==> config.mk <==
export PLATFORM = sky130hd
export DESIGN_NAME = ibex_cheri_scr_file
export DESIGN_NICKNAME = d
export VERILOG_FILES = /design/src/rtl/ibex_cheri_scr_file_pkg.sv /design/src/rtl/ibex_cheri_scr_file_decode.sv /design/src/rtl/ibex_cheri_scr_file.sv
export SDC_FILE = /design/constraint.sdc
export NUM_CORES = 1
export LEC_CHECK = 0
export ABC_AREA = 1
export BUFFER_PORTS_ARGS = -buffer_cell sky130_fd_sc_hd__buf_4
export CORE_AREA = 2 2 248 250
export CTS_BUF_LIST = sky130_fd_sc_hd__clkbuf_16
export DETAILED_ROUTE_END_ITERATION = 7
export DIE_AREA = 0 0 250 252
export GPL_TIMING_DRIVEN = 0
export PLACE_DENSITY = 0.69
export SLEW_MARGIN = 20
export SYNTH_ARGS = -nofsm -noshare
export SYNTH_HDL_FRONTEND = slang
export SYNTH_SLANG_ARGS = --single-unit
==> constraint.sdc <==
create_clock -name clk_i -period 16.4 [get_ports clk_i]
set_input_delay 0 -clock clk_i [delete_from_list [all_inputs] [get_ports clk_i]]
set_output_delay 0 -clock clk_i [all_outputs]
set_load 0.005 [all_outputs]
==> src/rtl/ibex_cheri_scr_file_pkg.sv <==
// Shared types and constants for the CHERI special capability register file.
// Holds the SCR numbering, access ops, CHERI exception causes and MCCSR layout.
package ibex_cheri_scr_file_pkg;

    typedef enum logic [1:0] {
        SCR_NONE      = 2'd0,
        SCR_READ      = 2'd1,
        SCR_WRITE     = 2'd2,
        SCR_READWRITE = 2'd3
    } scr_op_e;

    typedef enum logic [4:0] {
        SCR_PCC       = 5'd0,
        SCR_DDC       = 5'd1,
        SCR_UTCC      = 5'd4,
        SCR_UTDC      = 5'd5,
        SCR_USCRATCHC = 5'd6,
        SCR_UEPCC     = 5'd7,
        SCR_STCC      = 5'd12,
        SCR_STDC      = 5'd13,
        SCR_SSCRATCHC = 5'd14,
        SCR_SEPCC     = 5'd15,
        SCR_MTCC      = 5'd28,
        SCR_MTDC      = 5'd29,
        SCR_MSCRATCHC = 5'd30,
        SCR_MEPCC     = 5'd31
    } scr_num_e;

    typedef enum logic [4:0] {
        CAUSE_NONE                            = 5'h00,
        CAUSE_LENGTH_VIOLATION                = 5'h01,
        CAUSE_TAG_VIOLATION                   = 5'h02,
        CAUSE_SEAL_VIOLATION                  = 5'h03,
        CAUSE_TYPE_VIOLATION                  = 5'h04,
        CAUSE_PERMIT_EXECUTE_VIOLATION        = 5'h11,
        CAUSE_PERMIT_LOAD_VIOLATION           = 5'h12,
        CAUSE_PERMIT_STORE_VIOLATION          = 5'h13,
        CAUSE_ACCESS_SYSTEM_REGISTERS_VIOLATION = 5'h18
    } c_exc_cause_e;

    typedef enum logic {
        SCR_IDLE = 1'b0,
        SCR_RESP = 1'b1
    } scr_fsm_e;

    localparam int unsigned MCCSR_E_BIT     = 0;
    localparam int unsigned MCCSR_D_BIT     = 1;
    localparam int unsigned MCCSR_CAUSE_LSB = 5;
    localparam int unsigned MCCSR_IDX_LSB   = 10;

endpackage

==> src/rtl/ibex_cheri_scr_file_decode.sv <==
// Address/permission decode for an SCR access: which registers exist,
// which need ACCESS_SYSTEM_REGISTERS, and the resulting fault flags.
module ibex_cheri_scr_file_decode
    import ibex_cheri_scr_file_pkg::*;
(
    input  logic [4:0] scr_addr_i,
    input  logic       pcc_asr_i,
    output logic       implemented_o,
    output logic       privileged_o,
    output logic       illegal_o,
    output logic       cheri_fault_o
);

    always_comb begin
        implemented_o = 1'b0;
        privileged_o  = 1'b0;
        unique case (scr_addr_i)
            SCR_DDC: begin
                implemented_o = 1'b1;
            end
            SCR_MTCC, SCR_MTDC, SCR_MSCRATCHC, SCR_MEPCC: begin
                implemented_o = 1'b1;
                privileged_o  = 1'b1;
            end
            default: begin
                implemented_o = 1'b0;
                privileged_o  = 1'b0;
            end
        endcase
    end

    // An unimplemented address never raises a permission fault.
    assign illegal_o     = ~implemented_o;
    assign cheri_fault_o = implemented_o & privileged_o & ~pcc_asr_i;

endmodule

==> src/rtl/ibex_cheri_scr_file.sv <==
// CHERI special capability register file: serves CSpecialRW accesses with a
// fixed one-cycle response, captures PCC/cause on traps, exports DDC/MTCC/MEPCC.
module ibex_cheri_scr_file
    import ibex_cheri_scr_file_pkg::*;
#(
    parameter int unsigned      CAP_W    = 93,
    parameter logic [CAP_W-1:0] DDC_RST  = {1'b1, {(CAP_W-1){1'b0}}},
    parameter logic [CAP_W-1:0] MTCC_RST = {1'b1, {(CAP_W-1){1'b0}}}
) (
    input  logic             clk_i,
    input  logic             rst_i,
    input  logic             req_i,
    output logic             gnt_o,
    input  logic [1:0]       scr_op_i,
    input  logic [4:0]       scr_addr_i,
    input  logic [CAP_W-1:0] wdata_i,
    input  logic             pcc_asr_i,
    output logic             rvalid_o,
    output logic [CAP_W-1:0] rdata_o,
    output logic             err_illegal_o,
    output logic             err_cheri_o,
    output logic [4:0]       err_cause_o,
    output logic [5:0]       err_idx_o,
    input  logic             trap_i,
    input  logic [CAP_W-1:0] trap_pcc_i,
    input  logic             trap_cheri_i,
    input  logic [4:0]       trap_cause_i,
    input  logic [5:0]       trap_idx_i,
    output logic [CAP_W-1:0] ddc_o,
    output logic [CAP_W-1:0] mtcc_o,
    output logic [CAP_W-1:0] mepcc_o,
    output logic [31:0]      mccsr_o
);

    scr_fsm_e         state_q;
    logic [CAP_W-1:0] ddc_q, ddc_d, mtcc_q, mtcc_d, mtdc_q, mtdc_d;
    logic [CAP_W-1:0] mscratchc_q, mscratchc_d, mepcc_q, mepcc_d;
    logic [4:0]       mccsr_cause_q, mccsr_cause_d;
    logic [5:0]       mccsr_idx_q, mccsr_idx_d;
    logic             mccsr_dbit_q, mccsr_dbit_d;

    logic             rvalid_q, err_illegal_q, err_cheri_q;
    logic [CAP_W-1:0] rdata_q, rdata_d;
    logic             err_illegal_d, err_cheri_d;
    logic [4:0]       err_cause_q, err_cause_d;
    logic [5:0]       err_idx_q, err_idx_d;

    logic             implemented, privileged, illegal, cheri_fault;
    logic             accept, op_active, op_rd, op_wr, access_ok, we;
    logic [CAP_W-1:0] old_val;
    scr_op_e          op;

    ibex_cheri_scr_file_decode u_decode (
        .scr_addr_i    (scr_addr_i),
        .pcc_asr_i     (pcc_asr_i),
        .implemented_o (implemented),
        .privileged_o  (privileged),
        .illegal_o     (illegal),
        .cheri_fault_o (cheri_fault)
    );

    assign op        = scr_op_e'(scr_op_i);
    assign gnt_o     = (state_q == SCR_IDLE) & ~trap_i;
    assign accept    = req_i & gnt_o;
    assign op_active = (op != SCR_NONE);
    assign op_rd     = (op == SCR_READ) | (op == SCR_READWRITE);
    assign op_wr     = (op == SCR_WRITE) | (op == SCR_READWRITE);
    assign access_ok = accept & op_active & ~illegal & ~cheri_fault;
    assign we        = access_ok & op_wr;

    always_comb begin
        old_val = '0;
        unique case (scr_addr_i)
            SCR_DDC:       old_val = ddc_q;
            SCR_MTCC:      old_val = mtcc_q;
            SCR_MTDC:      old_val = mtdc_q;
            SCR_MSCRATCHC: old_val = mscratchc_q;
            SCR_MEPCC:     old_val = mepcc_q;
            default:       old_val = '0;
        endcase
    end

    always_comb begin
        ddc_d         = ddc_q;
        mtcc_d        = mtcc_q;
        mtdc_d        = mtdc_q;
        mscratchc_d   = mscratchc_q;
        mepcc_d       = mepcc_q;
        mccsr_cause_d = mccsr_cause_q;
        mccsr_idx_d   = mccsr_idx_q;
        mccsr_dbit_d  = mccsr_dbit_q;
        if (we) begin
            unique case (scr_addr_i)
                SCR_DDC:       ddc_d       = wdata_i;
                SCR_MTCC:      mtcc_d      = wdata_i;
                SCR_MTDC:      mtdc_d      = wdata_i;
                SCR_MSCRATCHC: mscratchc_d = wdata_i;
                SCR_MEPCC:     mepcc_d     = wdata_i;
                default:       ddc_d       = ddc_q;
            endcase
        end
        // gnt_o is low during a trap, so a trap never races a write here.
        if (trap_i) begin
            mepcc_d = trap_pcc_i;
            if (trap_cheri_i) begin
                mccsr_cause_d = trap_cause_i;
                mccsr_idx_d   = trap_idx_i;
                mccsr_dbit_d  = 1'b1;
            end
        end
    end

    always_comb begin
        rdata_d       = (access_ok & op_rd) ? old_val : '0;
        err_illegal_d = accept & op_active & illegal;
        err_cheri_d   = accept & op_active & ~illegal & cheri_fault;
        err_cause_d   = err_cheri_d ? CAUSE_ACCESS_SYSTEM_REGISTERS_VIOLATION : CAUSE_NONE;
        err_idx_d     = err_cheri_d ? {1'b1, scr_addr_i} : 6'd0;
    end

    always_ff @(posedge clk_i or posedge rst_i) begin
        if (rst_i) begin
            state_q       <= SCR_IDLE;
            rvalid_q      <= 1'b0;
            rdata_q       <= '0;
            err_illegal_q <= 1'b0;
            err_cheri_q   <= 1'b0;
            err_cause_q   <= CAUSE_NONE;
            err_idx_q     <= 6'd0;
        end else begin
            unique case (state_q)
                SCR_IDLE: if (accept) state_q <= SCR_RESP;
                SCR_RESP: state_q <= SCR_IDLE;
                default:  state_q <= SCR_IDLE;
            endcase
            rvalid_q      <= accept;
            rdata_q       <= rdata_d;
            err_illegal_q <= err_illegal_d;
            err_cheri_q   <= err_cheri_d;
            err_cause_q   <= err_cause_d;
            err_idx_q     <= err_idx_d;
        end
    end

    always_ff @(posedge clk_i or posedge rst_i) begin
        if (rst_i) begin
            ddc_q         <= DDC_RST;
            mtcc_q        <= MTCC_RST;
            mtdc_q        <= '0;
            mscratchc_q   <= '0;
            mepcc_q       <= '0;
            mccsr_cause_q <= CAUSE_NONE;
            mccsr_idx_q   <= 6'd0;
            mccsr_dbit_q  <= 1'b0;
        end else begin
            ddc_q         <= ddc_d;
            mtcc_q        <= mtcc_d;
            mtdc_q        <= mtdc_d;
            mscratchc_q   <= mscratchc_d;
            mepcc_q       <= mepcc_d;
            mccsr_cause_q <= mccsr_cause_d;
            mccsr_idx_q   <= mccsr_idx_d;
            mccsr_dbit_q  <= mccsr_dbit_d;
        end
    end

    always_comb begin
        mccsr_o                          = 32'd0;
        mccsr_o[MCCSR_E_BIT]             = 1'b1;
        mccsr_o[MCCSR_D_BIT]             = mccsr_dbit_q;
        mccsr_o[MCCSR_CAUSE_LSB +: 5]    = mccsr_cause_q;
        mccsr_o[MCCSR_IDX_LSB +: 6]      = mccsr_idx_q;
    end

    assign rvalid_o      = rvalid_q;
    assign rdata_o       = rdata_q;
    assign err_illegal_o = err_illegal_q;
    assign err_cheri_o   = err_cheri_q;
    assign err_cause_o   = err_cause_q;
    assign err_idx_o     = err_idx_q;
    assign ddc_o         = ddc_q;
    assign mtcc_o        = mtcc_q;
    assign mepcc_o       = mepcc_q;

endmodule

=== Yosys cells after proc, flatten, opt, wreduce, memory -nomap -nowiden ===
Cells that the tools add are included.

* Register bits: 585
* Input port bits: 210
* Output and inout port bits: 419
* Word-level logic and storage cells: 63

* Equality and inequality tests: 8
* Multiplexer cells: 11
* Bitwise operators: 18
* Reduce and logical (&&, ||, !) cells: 11

{| class="wikitable"
|+ Operator list
! operator !! count
|-
| case mux 93 bit (5 select lines) || 1
|-
| two-way mux 93 bit || 4
|-
| equality test 5 bit, second input constant || 4
|-
| AND reduction 2 bit || 6
|-
| bitwise AND 1 bit || 11
|-
| two-way mux 6 bit || 1
|-
| nonzero test 2 bit || 3
|-
| equality test 5 x 1 -> 1 bit, second input constant || 1
|-
| two-way mux 5 bit || 1
|-
| NOT 1 bit || 5
|-
| OR reduction 5 bit || 1
|-
| equality test 2 bit, second input constant || 2
|-
| OR reduction 4 bit || 1
|-
| two-way mux 1 bit || 3
|-
| equality test 2 x 1 -> 1 bit, second input constant || 1
|-
| OR 1 bit || 2
|-
| case mux 1 bit (2 select lines) || 1
|}

=== Depth between registers and ports, before layout ===
* Depth after elaboration: 10
* Mapped depth: 11

=== By module ===
Synthesis repeated with hierarchy kept, for this count alone.

* Cells, all modules: 3,404
* Area total of the unflattened synthesis: 26,085.0 um2

{| class="wikitable"
|+ Modules (own cells, without submodules)
! module !! instances !! cells an instance !! area each (um2) !! seq. area each (um2)
|-
| ibex_cheri_scr_file || 1 || 3,394 || 26,041.2 || 14,491.4
|-
| ibex_cheri_scr_file_decode || 1 || 10 || 43.8 || 0.0
|}

=== Least setup slack after synthesis ===
Ideal clock, no wire load.

* Path kind: register to register
* Start: register state_q
* End: register mtcc_q[0] (netlist: mtcc_o[0])
* Library setup time: 117 ps
* Arrival time: 1,479 ps
* Path slack: 14,804 ps
* Cell stages (with the launch flop): 11
* Buffers on the path: 2
* Period minus slack after synthesis: 1,596 ps
* Cells stage by stage: dfrtp_1 nor2_4 nand3_2 nor2_2 nand3_2 inv_2 nand2_1 buf_2 buf_2 nand2_1 nand2_1

* Word-level cells in the longest chain between the ends: 8

{| class="wikitable"
|+ RTL lines
! element !! line !! source
|-
| from (decl) || ibex_cheri_scr_file.sv:35 || <nowiki>scr_fsm_e state_q;</nowiki>
|-
| from (signal assigned) || ibex_cheri_scr_file.sv:123 || <nowiki>state_q <= SCR_IDLE;</nowiki>
|-
| from (signal assigned) || ibex_cheri_scr_file.sv:132 || <nowiki>SCR_IDLE: if (accept) state_q <= SCR_RESP;</nowiki>
|-
| from (signal assigned) || ibex_cheri_scr_file.sv:133 || <nowiki>SCR_RESP: state_q <= SCR_IDLE;</nowiki>
|-
| NOT 1 bit || n/a ||
|-
| bitwise AND 1 bit || ibex_cheri_scr_file.sv:63 || <nowiki>assign gnt_o = (state_q == SCR_IDLE) & ~trap_i;</nowiki>
|-
| named net gnt_o || ibex_cheri_scr_file.sv:13 || <nowiki>output logic gnt_o,</nowiki>
|-
| bitwise AND 1 bit || ibex_cheri_scr_file.sv:64 || <nowiki>assign accept = req_i & gnt_o;</nowiki>
|-
| bitwise AND 1 bit (3 in series) || ibex_cheri_scr_file.sv:68 || <nowiki>assign access_ok = accept & op_active & ~illegal & ~cheri_fault;</nowiki>
|-
| bitwise AND 1 bit || ibex_cheri_scr_file.sv:69 || <nowiki>assign we = access_ok & op_wr;</nowiki>
|-
| AND reduction 2 bit (no line) || n/a ||
|-
| to (signal assigned) || ibex_cheri_scr_file.sv:157 || <nowiki>mtcc_q <= mtcc_d;</nowiki>
|-
| to (decl) || ibex_cheri_scr_file.sv:36 || <nowiki>logic [CAP_W-1:0] ddc_q, ddc_d, mtcc_q, mtcc_d, mtdc_q, mtdc_d;</nowiki>
|}

The timed path passes the listed nets, and every way through them passes these cells.
A chain may end at the register's enable or synchronous reset.

=== Final worst setup path ===
* Start: input scr_addr_i[0]
* End: register rdata_q[79] (netlist: rdata_o[79])

* Word-level cells in the longest chain between the ends: 9
* Elaborated cells on any way between the ends: 17
* Those cells by class: eq/ne: 5; mux: 4; bitwise: 6; reduce/logical: 2

{| class="wikitable"
|+ RTL lines
! element !! line !! source
|-
| from (decl) || ibex_cheri_scr_file.sv:15 || <nowiki>input logic [4:0] scr_addr_i,</nowiki>
|-
| equality test 5 x 1 -> 1 bit or equality test 5 bit (tied branches) || ibex_cheri_scr_file_decode.sv:17, ibex_cheri_scr_file.sv:73 ||
|-
| OR reduction 5 bit (no line) or OR reduction 4 bit (tied branches) || n/a ||
|-
| two-way mux 1 bit || ibex_cheri_scr_file_decode.sv:17 || <nowiki>unique case (scr_addr_i)</nowiki>
|-
| bitwise AND 1 bit (2 in series) || ibex_cheri_scr_file_decode.sv:34 || <nowiki>assign cheri_fault_o = implemented_o & privileged_o & ~pcc_asr_i;</nowiki>
|-
| NOT 1 bit || ibex_cheri_scr_file.sv:68 ||
|-
| bitwise AND 1 bit || ibex_cheri_scr_file.sv:68 ||
|-
| bitwise AND 1 bit || ibex_cheri_scr_file.sv:114 || <nowiki>rdata_d = (access_ok & op_rd) ? old_val : '0;</nowiki>
|-
| two-way mux 93 bit (*) || ibex_cheri_scr_file.sv:114 ||
|-
| named net rdata_d[79] || ibex_cheri_scr_file.sv:43 || <nowiki>logic [CAP_W-1:0] rdata_q, rdata_d;</nowiki>
|-
| to (signal assigned) || ibex_cheri_scr_file.sv:137 || <nowiki>rdata_q <= rdata_d;</nowiki>
|-
| to (decl) || ibex_cheri_scr_file.sv:43 ||
|}

The timed path passes the listed nets; every way through them passes the cells marked *.

==> impl_metrics.ini <==
[clocking]
clk_latency_ns = 0.63
post_cts_buffers = 0
cts_tree = yes
clockBufferDepth = 3
path_clk_slew_ns = 0.06
cts.htree.levels = 2
cts_sinks = 579
cts_buffers = 60
cts_root_buffer = clkbuf_16
cts_resized = 0

[detailed_routing]
drt-vias-per-instance = 5.16
routed_wl_mm = 105
wl_per_cell_um = 20.5
dr.pass1.iters = 5
postRouteAntennaNets = 0
remaining_drc_errors = 0
drt_iter0_drc = 2290
vias = 26500

[die]
num_rows = 90
core_region_area_um2 = 60100
io_pins = 629
fp.dieH_um = 252
dieArea_um2 = 63000
die_x_um = 250
initial_utilization = 0.430

[placement]
gp_congestion = 0.899
port-buffer-count = 604
dp_hpwl_mm = 73.0
placed_area_um2 = 31600

[layout]
fin_area_um2 = 35600
area_growth_pct = 37.8
nFillCells = 5432
final_nets = 4503
drive_gt1_frac = 0.202

[global_routing]
overflow = 0
grt_max_degree = 105
grt_pass1_wl_mm = 156
grt_antenna_before_repair = 10
first_global_vias = 25400
grt_usage = 0.327

[worst_setup_path]
criticalPathCategory = input port to register
cp_cell_sequence = dlygate4sd3_1 > buf_4 > inv_2 > nor2_1 > nand3_1 > nand2_1 > nand3_1 > clkbuf_1 > clkbuf_1 > nor2_1
cp-end-kind = register
crit_fanout = 10
startpoint_type = input port
worstPathArrival_ns = 3.25
slowest_stage = clkbuf_1
worstPathRequired_ns = 16.86
cp_slowest_stage_delay_ns = 0.81
worst_r2r_path_depth = 7

[synth]
yosys-top-cells-area = dfrtp_1 56%, nand2_1 30%, nand3_1 5.5%
syn_area_um2 = 25800
ys_types = 20
synth_cells = 3388
ys_ff_latch = 579
synth.top_cell.area_share = 0.559
avgSynthCellArea_um2 = 7.63
yosys.area.top_type = dfrtp_1
ys_warn_count = 0
ys_seq_area_frac = 0.561

[timing]
hold_violations = 0
period_needed_ns = 2.80
max_freq_ghz = 0.358
rsz0062_at_grt = no
fin_worst_skew_ns = 0.0206
tns_ns = 0
slew_violations = 0
relSlewSlack = 0.233
finalCritPeriodShare = 0.170
setup_viol = 0
max_slew.worst_pin.slew_ns = 1.15

[outcome]
status = complete, no violations

[power]
powerDensity_nw_per_um2 = 88.1
p_leak_nw = 20.3
ir_drop_mv = 0.0778
fin_total_pwr_w = 0.00314

[min_path]
min_path_cells = 5
hold_path.class = input port to register

[flow_run]
cap_violations = 0
cells by family (layout without fill, tap and decap cells):
kind of cell           count (synthesis)  after routing  synth area share
AND/OR/NAND/NOR                     2551           2551             0.386
buffers and inverters                245           1177            0.0480
other                                  2             29          0.000291
flip-flops                           579            579             0.561
multiplexers                          11             11           0.00479
power breakdown:
part           switching [W]  internal, W
logic               0.000163     0.000142
registers          0.0000364      0.00146
clock network       0.000585     0.000746
worst paths after layout:
kind	to	start	slack, ns
setup / recovery	rdata_o[79]	scr_addr_i[0]	13.60
hold reg to reg	mscratchc_q[47]	mscratchc_q[47]	0.47
hold / removal	err_illegal_o	scr_addr_i[2]	0.10
min in group asynchronous	rdata_o[73]	rst_i	0.45
setup reg to reg	rdata_o[79]	state_q	13.68
max in group asynchronous	mepcc_o[32]	rst_i	14.19
synth_stat cells:
cell type and count:
nand2_1 2059, dfrtp_1 577, nand3_1 282, nor2_1 194
buf_2 104, clkbuf_1 61, buf_4 51, buf_1 13
inv_1 11, mux2_2 11, inv_2 5, nor3_1 5
nor2_2 3, nor3_2 3, conb_1 2, dfstp_2 2
nand3_2 2, nand4_1 1, nor2_4 1, or2_1 1
cell type report:
cell class              count  area [um2]  share of cell area
flip-flops and latches    579       14500               0.407
clock inverters            49         342             0.00959
well taps                 782         978              0.0275
inverters                  16        67.6             0.00190
multi-input cells        2585       10200               0.286
diodes                      6        15.0            0.000421
plain buffers             229        1180              0.0333
clock buffers              61        1530              0.0428
repair buffers            822        6820               0.191
metrics by stage:
| step | hold WS [ns] | setup slack [ns] | std cells | util |
|---|---|---|---|---|
| finish | 0.104 | 13.60 | 5129 | 0.592 |
| global route | 0.103 | 13.51 | 5126 | 0.592 |
| detailed placement | -0.0959 | 13.56 | 4801 | 0.526 |
| global placement | 0.231 | -6.46 | 4795 | 0.523 |
| CTS | 0.0599 | 13.61 | 5123 | 0.592 |
| floorplan | 0.0735 | 0.204 | 3409 | - |
critical path: cells and delay by family:
kind,cells,cell delay (ns)
buffers and inverters,5,2.25
AND/OR/NAND/NOR,5,0.99
registers in the layout (all words and copies together), names as in the netlist:
signal and cells:
rvalid_o 1, mccsr_dbit_q 1, mccsr_idx_q 6, rdata_o 93, mscratchc_q 93, mccsr_cause_q 5, mtcc_o 93, state_q 1
err_illegal_o 1, ddc_o 93, mtdc_q 93, err_idx_o 5, err_cause_o 1, mepcc_o 93
layout by cell type (no fill, tap or decap), drive strengths merged:
| cell type | Yosys | final |
|---|---|---|
| nand2 | 2059 | 2059 |
| buf | 168 | 778 |
| dfrtp | 577 | 577 |
| nand3 | 284 | 284 |
| dlygate4sd3 | 0 | 212 |
| nor2 | 198 | 198 |
| clkbuf | 61 | 122 |
| inv | 16 | 33 |
| clkinv | 0 | 25 |
| conb | 2 | 23 |
| mux2 | 11 | 11 |
| nor3 | 8 | 8 |
| diode | 0 | 6 |
| bufinv | 0 | 5 |
| clkinvlp | 0 | 2 |
| dfstp | 2 | 2 |
| or2 | 1 | 1 |
| nand4 | 1 | 1 |
per-layer routing:
metal,vias up,global-route usage,part of all wire
met4,10,0.140,0.043
met5,-,0,0.00066
met2,1285,0.538,0.48
met3,261,0.0730,0.087
li1,12200,-,-
met1,12800,0.417,0.39
repair_timing:
action | 4_1_cts | 5_1_grt
setup endpoints to repair | 0 | 0
hold buffers | 212 | 0
hold endpoints to repair | 680 | 0
(Power assumes the default switching activity.)
